`src/rtl/mult_div_unit_pkg.sv`:
```
// Shared constants and state encoding for the iterative multiply/divide unit.
package mult_div_unit_pkg;

    localparam int MD_WIDTH = 32;
    localparam int MD_ITERS = MD_WIDTH;

    typedef enum logic [1:0] {
        MD_IDLE = 2'd0,
        MD_MULT = 2'd1,
        MD_DIV  = 2'd2,
        MD_DONE = 2'd3
    } md_state_t;

endpackage

```
`src/rtl/mult_div_unit_div_core.sv`:
```
// Restoring divider on operand magnitudes; one quotient bit per step, with
// sign correction applied to the post-step values so the top can capture them.
module mult_div_unit_div_core #(
    parameter int WIDTH = 32
) (
    input  logic             clk,
    input  logic             reset,
    input  logic             load,
    input  logic             step,
    input  logic [WIDTH-1:0] dividend,
    input  logic [WIDTH-1:0] divisor,
    output logic [WIDTH-1:0] quotient,
    output logic [WIDTH-1:0] remainder
);

    logic [WIDTH-1:0] rem_reg;
    logic [WIDTH-1:0] quo_reg;
    logic [WIDTH-1:0] dvs_reg;
    logic             rem_neg_reg;
    logic             quo_neg_reg;

    logic [WIDTH:0]   shifted;
    logic [WIDTH:0]   trial;
    logic             fits;
    logic [WIDTH-1:0] rem_next;
    logic [WIDTH-1:0] quo_next;
    logic [WIDTH-1:0] dividend_mag;
    logic [WIDTH-1:0] divisor_mag;

    // Magnitude of the most negative value wraps to itself, which is the
    // correct unsigned magnitude.
    assign dividend_mag = dividend[WIDTH-1] ? (~dividend + 1'b1) : dividend;
    assign divisor_mag  = divisor[WIDTH-1]  ? (~divisor + 1'b1)  : divisor;

    always_comb begin
        shifted  = {rem_reg, quo_reg[WIDTH-1]};
        trial    = shifted - {1'b0, dvs_reg};
        fits     = ~trial[WIDTH];
        rem_next = fits ? trial[WIDTH-1:0] : shifted[WIDTH-1:0];
        quo_next = {quo_reg[WIDTH-2:0], fits};
    end

    assign quotient  = quo_neg_reg ? (~quo_next + 1'b1) : quo_next;
    assign remainder = rem_neg_reg ? (~rem_next + 1'b1) : rem_next;

    always_ff @(posedge clk or posedge reset) begin
        if (reset) begin
            rem_reg     <= '0;
            quo_reg     <= '0;
            dvs_reg     <= '0;
            rem_neg_reg <= 1'b0;
            quo_neg_reg <= 1'b0;
        end else if (load) begin
            rem_reg     <= '0;
            quo_reg     <= dividend_mag;
            dvs_reg     <= divisor_mag;
            rem_neg_reg <= dividend[WIDTH-1];
            quo_neg_reg <= dividend[WIDTH-1] ^ divisor[WIDTH-1];
        end else if (step) begin
            rem_reg <= rem_next;
            quo_reg <= quo_next;
        end
    end

endmodule

```
`src/rtl/mult_div_unit.sv`:
```
// Iterative signed multiply (radix-2 Booth) / divide (restoring) unit with a
// start/busy/done handshake and a 64-bit HI/LO result.
module mult_div_unit
    import mult_div_unit_pkg::*;
#(
    parameter int WIDTH = MD_WIDTH
) (
    input  logic             clk,
    input  logic             reset,
    input  logic             start_mult,
    input  logic             start_div,
    input  logic [WIDTH-1:0] op_a,
    input  logic [WIDTH-1:0] op_b,
    output logic [WIDTH-1:0] hi,
    output logic [WIDTH-1:0] lo,
    output logic             busy,
    output logic             done,
    output logic             div_zero
);

    localparam int CNT_W = $clog2(WIDTH + 1);
    localparam logic [CNT_W-1:0] LAST_ITER = CNT_W'(WIDTH - 1);

    md_state_t        state_reg;
    logic [CNT_W-1:0] counter_reg;

    // Booth register {acc, mq, q1}; acc carries one guard bit so that
    // subtracting the most negative multiplicand cannot overflow.
    logic [WIDTH:0]   acc_reg;
    logic [WIDTH-1:0] mq_reg;
    logic             q1_reg;
    logic [WIDTH-1:0] mcand_reg;

    logic [WIDTH:0]   mcand_ext;
    logic [WIDTH:0]   booth_sum;
    logic [WIDTH:0]   acc_next;
    logic [WIDTH-1:0] mq_next;

    logic             accept_mult;
    logic             accept_div;
    logic             div_load;
    logic             div_step;
    logic [WIDTH-1:0] div_quotient;
    logic [WIDTH-1:0] div_remainder;

    assign accept_mult = (state_reg == MD_IDLE) && start_mult;
    assign accept_div  = (state_reg == MD_IDLE) && !start_mult && start_div;
    assign div_load    = accept_div && (op_b != '0);
    assign div_step    = (state_reg == MD_DIV);

    always_comb begin
        mcand_ext = {mcand_reg[WIDTH-1], mcand_reg};
        case ({mq_reg[0], q1_reg})
            2'b01:   booth_sum = acc_reg + mcand_ext;
            2'b10:   booth_sum = acc_reg - mcand_ext;
            default: booth_sum = acc_reg;
        endcase
        acc_next = {booth_sum[WIDTH], booth_sum[WIDTH:1]};
        mq_next  = {booth_sum[0], mq_reg[WIDTH-1:1]};
    end

    mult_div_unit_div_core #(
        .WIDTH(WIDTH)
    ) u_div_core (
        .clk       (clk),
        .reset     (reset),
        .load      (div_load),
        .step      (div_step),
        .dividend  (op_a),
        .divisor   (op_b),
        .quotient  (div_quotient),
        .remainder (div_remainder)
    );

    always_ff @(posedge clk or posedge reset) begin
        if (reset) begin
            state_reg   <= MD_IDLE;
            counter_reg <= '0;
            acc_reg     <= '0;
            mq_reg      <= '0;
            q1_reg      <= 1'b0;
            mcand_reg   <= '0;
            hi          <= '0;
            lo          <= '0;
            busy        <= 1'b0;
            done        <= 1'b0;
            div_zero    <= 1'b0;
        end else begin
            case (state_reg)
                MD_IDLE: begin
                    counter_reg <= '0;
                    if (accept_mult) begin
                        acc_reg   <= '0;
                        mq_reg    <= op_b;
                        q1_reg    <= 1'b0;
                        mcand_reg <= op_a;
                        busy      <= 1'b1;
                        state_reg <= MD_MULT;
                    end else if (accept_div) begin
                        if (op_b == '0) begin
                            done      <= 1'b1;
                            div_zero  <= 1'b1;
                            state_reg <= MD_DONE;
                        end else begin
                            busy      <= 1'b1;
                            state_reg <= MD_DIV;
                        end
                    end
                end
                MD_MULT: begin
                    acc_reg     <= acc_next;
                    mq_reg      <= mq_next;
                    q1_reg      <= mq_reg[0];
                    counter_reg <= counter_reg + 1'b1;
                    if (counter_reg == LAST_ITER) begin
                        hi        <= acc_next[WIDTH-1:0];
                        lo        <= mq_next;
                        busy      <= 1'b0;
                        done      <= 1'b1;
                        state_reg <= MD_DONE;
                    end
                end
                MD_DIV: begin
                    counter_reg <= counter_reg + 1'b1;
                    if (counter_reg == LAST_ITER) begin
                        hi        <= div_remainder;
                        lo        <= div_quotient;
                        busy      <= 1'b0;
                        done      <= 1'b1;
                        state_reg <= MD_DONE;
                    end
                end
                MD_DONE: begin
                    done        <= 1'b0;
                    div_zero    <= 1'b0;
                    counter_reg <= '0;
                    state_reg   <= MD_IDLE;
                end
                default: state_reg <= MD_IDLE;
            endcase
        end
    end

endmodule

```
`config.mk`:
```
export PLATFORM = sky130hd
export DESIGN_NAME = mult_div_unit
export DESIGN_NICKNAME = d
export VERILOG_FILES = /design/src/rtl/mult_div_unit_pkg.sv /design/src/rtl/mult_div_unit_div_core.sv /design/src/rtl/mult_div_unit.sv
export SDC_FILE = /design/constraint.sdc
export NUM_CORES = 1
export LEC_CHECK = 0
export BUFFER_PORTS_ARGS = -buffer_cell sky130_fd_sc_hd__buf_2
export CAP_MARGIN = 30
export CORE_MARGIN = 2
export CORE_UTILIZATION = 24
export CTS_CLUSTER_DIAMETER = 200
export CTS_CLUSTER_SIZE = 8
export DETAILED_ROUTE_END_ITERATION = 16
export GPL_ROUTABILITY_DRIVEN = 0
export PLACE_DENSITY = 0.35
export REMOVE_ABC_BUFFERS = 1
export SLEW_MARGIN = 10
export SYNTH_ARGS = -nofsm -noshare
export SYNTH_HDL_FRONTEND = slang
export SYNTH_SLANG_ARGS = --single-unit
export TNS_END_PERCENT = 100
```
`constraint.sdc`:
```
create_clock -name clk -period 16.6 [get_ports clk]
set_input_delay 3.32 -clock clk [delete_from_list [all_inputs] [get_ports clk]]
set_output_delay 3.32 -clock clk [all_outputs]
set_load 0.1 [all_outputs]
```
=== After elaboration in Yosys (flattened, before gate mapping) ===
Index checks and enable logic that the tools add are counted.

* Output and inout bits: 67
* Register bits: 271
* Word-level logic and storage cells: 106

* Multiplexer cells: 39
* Reductions and logical operators: 22
* Add/sub/neg operators: 8
* Equal/unequal tests: 15
* Bitwise logic cells: 6

{| class="wikitable"
|+ Operator list
! kind !! number
|-
| $mux 32 || 14
|-
| $pmux 32 s2 || 3
|-
| $pmux 33 s2 || 2
|-
| $add 32x1->32 const B || 4
|-
| $not 32->32 || 4
|-
| $add 33x33->33 || 1
|-
| $mux 33 || 1
|-
| $sub 33x32->33 || 1
|-
| $sub 33x33->33 || 1
|-
| $logic_not 32->1 || 1
|-
| $reduce_bool 32->1 || 1
|-
| $pmux 6 s2 || 1
|-
| $reduce_and 4->1 || 3
|-
| $mux 1 || 10
|-
| $reduce_bool 2->1 || 5
|-
| $ne 2x2->1 const B || 4
|-
| $add 6x1->6 const B || 1
|-
| $eq 2x2->1 const B || 3
|-
| $eq 6x5->1 const B || 1
|-
| $mux 2 || 3
|-
| $ne 2x1->1 const B || 3
|-
| $ne 3x3->1 const B || 2
|-
| $pmux 1 s2 || 3
|-
| $pmux 2 s3 || 1
|-
| other kinds (10) || 17
|}

=== Depth between registers and ports, before layout ===
* Depth after elaboration: 7
* Gate-level depth with buffers: 22
* Mapped depth without buffers: 21

=== Cells and area by module ===
From an unflattened synthesis, not the netlist that was laid out.

* Cell total of the unflattened synthesis: 2,295
* Area, all modules: 19,503.7 um^2

{| class="wikitable"
|+ Modules (own cells, without submodules)
! module !! cells each !! seq. area each (um^2) !! area an instance (um^2) !! times used
|-
| mult_div_unit || 1,114 || 4,304.1 || 10,251.1 || 1
|-
| mult_div_unit_div_core || 1,181 || 2,452.4 || 9,252.6 || 1
|}

=== Worst setup path before layout ===
No wires, ideal clock.

* Kind: input-to-reg
* From: in op_b[0]
* To: reg u_div_core.quo_reg[29]
* Cell stages on the path: 15
* Setup time: 127 ps
* Slack: 9,841 ps
* Path buffers: 2
* Arrival time: 6,632 ps
* Data required time: 16,473 ps
* Cell sequence: inv_1 -> ha_1 -> nand2b_1 -> or4_1 -> or2_1 -> or3_4 -> or3_4 -> or4_4 -> or3_1 -> nor2b_4 -> and2_4 -> buf_6 -> buf_6 -> a211oi_1 -> a21oi_1

* Longest elaborated chain between the ends: 3

{| class="wikitable"
|+ RTL lines
! item !! RTL line !! text
|-
| start: declaration || mult_div_unit.sv:13 || <nowiki>input logic [WIDTH-1:0] op_b,</nowiki>
|-
| $reduce_bool 32->1 * || mult_div_unit.sv:48 || <nowiki>assign div_load = accept_div && (op_b != '0);</nowiki>
|-
| $logic_and 1x1->1 * || mult_div_unit.sv:48 ||
|-
| $mux 32 / $reduce_bool 2->1 (equally long branches) || n/a ||
|-
| end signal: assignment || mult_div_unit_div_core.sv:55 || <nowiki>quo_reg <= dividend_mag;</nowiki>
|-
| end signal: assignment || mult_div_unit_div_core.sv:61 || <nowiki>quo_reg <= quo_next;</nowiki>
|-
| end: declaration || mult_div_unit_div_core.sv:17 || <nowiki>logic [WIDTH-1:0] quo_reg;</nowiki>
|}

Every way passes the cells marked *; elsewhere a longest branch is shown, timed or not.
A chain may end at the register's enable or synchronous reset.

=== Final worst setup path ===
Ends and elaborated chain as after synthesis.

==> impl_summary.log <==
INFO  metric status = finished clean
INFO  metric num-nets-final = 2490
INFO  metric clk_pin_slew = 0.05 ns
INFO  metric routed_wl_per_cell = 21.4 microns
INFO  metric fillers = 8580
INFO  metric clock_path_buffers = 3
INFO  metric critical_path.n_buffers_inverters = 4
INFO  metric layout_min_cycle_time = 7.33 ns
INFO  metric hold_buffers = 0
INFO  metric worstMarginPinSlew = 0.984 ns
INFO  metric die_width = 287 microns
INFO  metric cts_max_level = 2
INFO  metric numClockSinks = 270
INFO  metric postPlaceCellArea = 20900 sq um
INFO  metric clock_insertion_delay_worst_skew = 0.59 ns
INFO  metric critical_path.max_fanout = 68
INFO  metric ff2ff_path_depth = 21
INFO  metric first_pass_iters = 5
INFO  metric grt_pass1_wl = 109000 microns
INFO  metric place.detailed.hpwl = 55500 microns
INFO  metric critPathMaxStageDelay = 0.52 ns
INFO  metric hold-path-cell-count = 1
INFO  metric layout.cell_area.non_filler = 22000 sq um
INFO  metric viasPerCell = 4.93
INFO  metric worst-endpoint-arrival = 7.75 ns
INFO  metric timing.setup.tns = 0 ns
INFO  metric grt_start_max_net_pins = 82
INFO  metric r2r-start = u_div_core.quo_reg[31]
INFO  metric post_cts.repair.setup_buffers = 0
INFO  metric grt_remaining_overflow = 0
INFO  metric startpoint_type = primary input
INFO  metric die_y = 287 microns
INFO  metric synth.yosys.seq_area_share = 0.351
INFO  metric finalSetupViolations = 0
INFO  metric crit_top_cell = sky130_fd_sc_hd__or3_4
INFO  metric final.setup_skew = 0.0318 ns
INFO  metric part_of_the_cycle_the_worst_path_needs = 0.441
INFO  metric synth_warnings = 0
INFO  metric most-common-layout-cells = 316 x sky130_fd_sc_hd__nand2_1, 295 x sky130_fd_sc_hd__o21ai_0, 270 x sky130_fd_sc_hd__dfrtp_1, 142 x sky130_fd_sc_hd__nor2_1
INFO  metric most_common_cell_after_layout_fill_and_taps_aside = sky130_fd_sc_hd__nand2_1
INFO  metric port_buffers = 134
INFO  metric layout_utilization = 0.279
INFO  metric drive_above_1_share = 0.118
INFO  metric worstPathRequired = 17.02 ns
INFO  metric synth_flop_cell = sky130_fd_sc_hd__dfrtp_1
INFO  metric cpMaxStageDelayCell = sky130_fd_sc_hd__or4_4
INFO  metric syn_avg_cell_area = 8.46 sq um
INFO  metric slew_viol_final = 0
INFO  metric async_reset_ff_frac = 1.00
INFO  metric yosysUniqueCellTypes = 85
INFO  metric grt_pass1_vias = 16600
INFO  metric synth-edff-count = 0
INFO  metric initial_core_util = 0.243
INFO  metric max_freq = 136 MHz
INFO  metric sequential_cell_area = 6760 sq um
INFO  metric die_area = 82500 sq um
INFO  metric cts_inserted_buffers = 39
INFO  metric report.final.hold_viol_count = 0
INFO  metric drtAntennaViolNets = 0
INFO  metric initial_antenna_violation_count = 1
INFO  metric timing.slew.headroom = 0.344
INFO  metric min-delay-path-class = register to register
INFO  metric initialDrtViolationCount = 1046
INFO  metric floorplan.io_pins = 135
INFO  metric rows = 103
INFO  metric whs_endpoint = counter_reg[0]
INFO  metric synth_cells = 2275
INFO  metric critical_path.top_delay_family = simple AND/OR/NAND/NOR gates
INFO  metric regToRegSetupSlack = 10.55 ns
INFO  metric syn_to_final_growth = 14.6%
INFO  metric ctsRootBufferMaster = sky130_fd_sc_hd__clkbuf_16
INFO  metric core_area = 79100 sq um
INFO  metric drcViolationCount = 0
INFO  metric vias = 16700
INFO  metric synthesis.area = 19200 sq um
INFO  metric type_of_destination_of_the_critical_path = register
INFO  metric hold_start = counter_reg[0]
INFO  metric drv_cap = 0
INFO  metric grtUsageTotal = 0.175
INFO  metric postCtsResizedCells = 0
INFO  metric critical_path.cell_chain = buf_2 -> inv_1 -> ha_1 -> nand2b_1 -> or4_1 -> or2_1 -> or3_4 -> or3_4 -> or4_4 -> or3_1 -> nor2b_4 -> and2_4 -> buf_16 -> buf_4 -> a211oi_1 -> a21oi_1
INFO  metric final_wirelength = 72600 microns
INFO  metric worst_r2r_endpoint = lo[30]
INFO  metric multi_input_comb_area = 11700 sq um
INFO  metric path_class = primary input to register
INFO  metric clock_tree_from_tritoncts = done
INFO  metric yosys_register_bits = 270
INFO  metric rsz0062_at_grt = false
-- cell type report --
type | count | share of cell area
well taps | 1050 | 0.0596
clock buffers | 40 | 0.0449
repair buffers | 157 | 0.0419
clock inverters | 3 | 0.00250
flip-flops and latches | 270 | 0.306
inverters | 77 | 0.0134
diodes | 1 | 0.000113
multi-input cells | 1800 | 0.531
-- Yosys cell counts (22+ instances only) --
library cell | count | share of area
sky130_fd_sc_hd__a22o_1 | 22 | 0.010
sky130_fd_sc_hd__a21o_1 | 35 | 0.014
sky130_fd_sc_hd__mux2i_1 | 99 | 0.052
sky130_fd_sc_hd__nor2_1 | 142 | 0.028
sky130_fd_sc_hd__nand3_1 | 22 | 0.0057
sky130_fd_sc_hd__o21ai_0 | 296 | 0.077
sky130_fd_sc_hd__xnor2_1 | 134 | 0.061
sky130_fd_sc_hd__a21oi_1 | 119 | 0.031
sky130_fd_sc_hd__nand2_1 | 316 | 0.062
sky130_fd_sc_hd__mux2_2 | 38 | 0.022
sky130_fd_sc_hd__nand2b_1 | 23 | 0.0075
sky130_fd_sc_hd__a211oi_1 | 26 | 0.010
sky130_fd_sc_hd__inv_1 | 76 | 0.015
sky130_fd_sc_hd__xor2_1 | 64 | 0.029
sky130_fd_sc_hd__o31ai_1 | 32 | 0.012
sky130_fd_sc_hd__ha_1 | 75 | 0.049
sky130_fd_sc_hd__clkbuf_1 | 105 | 0.020
sky130_fd_sc_hd__dfrtp_1 | 270 | 0.35
sky130_fd_sc_hd__nor3_1 | 40 | 0.010
-- worst max-delay path by stage --
stage / from / end / slack [ns] / cells after the start
finish: op_b[0] / u_div_core.quo_reg[29] / 9.27 / 16
global route: op_b[0] / u_div_core.quo_reg[29] / 9.01 / 16
CTS: op_b[0] / u_div_core.quo_reg[29] / 9.23 / 16
detailed placement: op_b[0] / u_div_core.quo_reg[29] / 8.61 / 16
global placement: op_b[0] / u_div_core.quo_reg[29] / 8.62 / 15
floorplan: state_reg[0] / hi[20] / 5.32 / 7
-- routing by layer --
layer / wire (microns) / global-route usage
met2: 33400 / 0.282
met3: 2590 / 0.0223
met5: 0 / 0
met4: 1930 / 0.0495
met1: 34700 / 0.245
-- metrics by stage --
step,cells,hold WS (ns),setup slack [ns]
2_1_floorplan,2147,0.432,5.32
3_3_place_gp,3349,0.460,8.62
3_5_place_dp,3351,0.463,8.61
4_1_cts,3394,0.469,9.23
5_1_grt,3397,0.502,9.01
6_report,3398,0.461,9.27
-- worst register-to-register path, stage by stage, from the launching register on --
cell	delay (ns)
sky130_fd_sc_hd__dfrtp_1	0.54
sky130_fd_sc_hd__inv_1	0.14
sky130_fd_sc_hd__ha_1	0.23
sky130_fd_sc_hd__fa_1	0.47
sky130_fd_sc_hd__and2b_1	0.30
sky130_fd_sc_hd__o2111ai_2	0.18
sky130_fd_sc_hd__a311oi_2	0.52
sky130_fd_sc_hd__o21ai_1	0.25
sky130_fd_sc_hd__a21oi_1	0.19
sky130_fd_sc_hd__buf_4	0.25
sky130_fd_sc_hd__nor2_4	0.07
sky130_fd_sc_hd__inv_1	0.06
sky130_fd_sc_hd__buf_4	0.46
sky130_fd_sc_hd__ha_1	0.31
sky130_fd_sc_hd__nand2_1	0.19
sky130_fd_sc_hd__or3_1	0.44
sky130_fd_sc_hd__or3_1	0.39
sky130_fd_sc_hd__o41ai_1	0.41
sky130_fd_sc_hd__nand2_1	0.12
sky130_fd_sc_hd__xor2_1	0.17
sky130_fd_sc_hd__mux2i_1	0.14
sky130_fd_sc_hd__o21ai_0	0.09
-- kinds of logic (layout without fill, tap and decap cells) --
logic type,after synthesis,after routing,synth area share
mux,137,137,0.0737
buf+inv,205,277,0.0426
flops,270,270,0.351
compound gates,704,704,0.228
simple gates,684,684,0.164
xor+xnor,198,198,0.0901
fa+ha+maj,77,77,0.0509
other cells,0,1,0
Power is left out: the tool's default activity adds up to more than one toggle a clock period on the data nets, which glitch-free logic cannot reach.
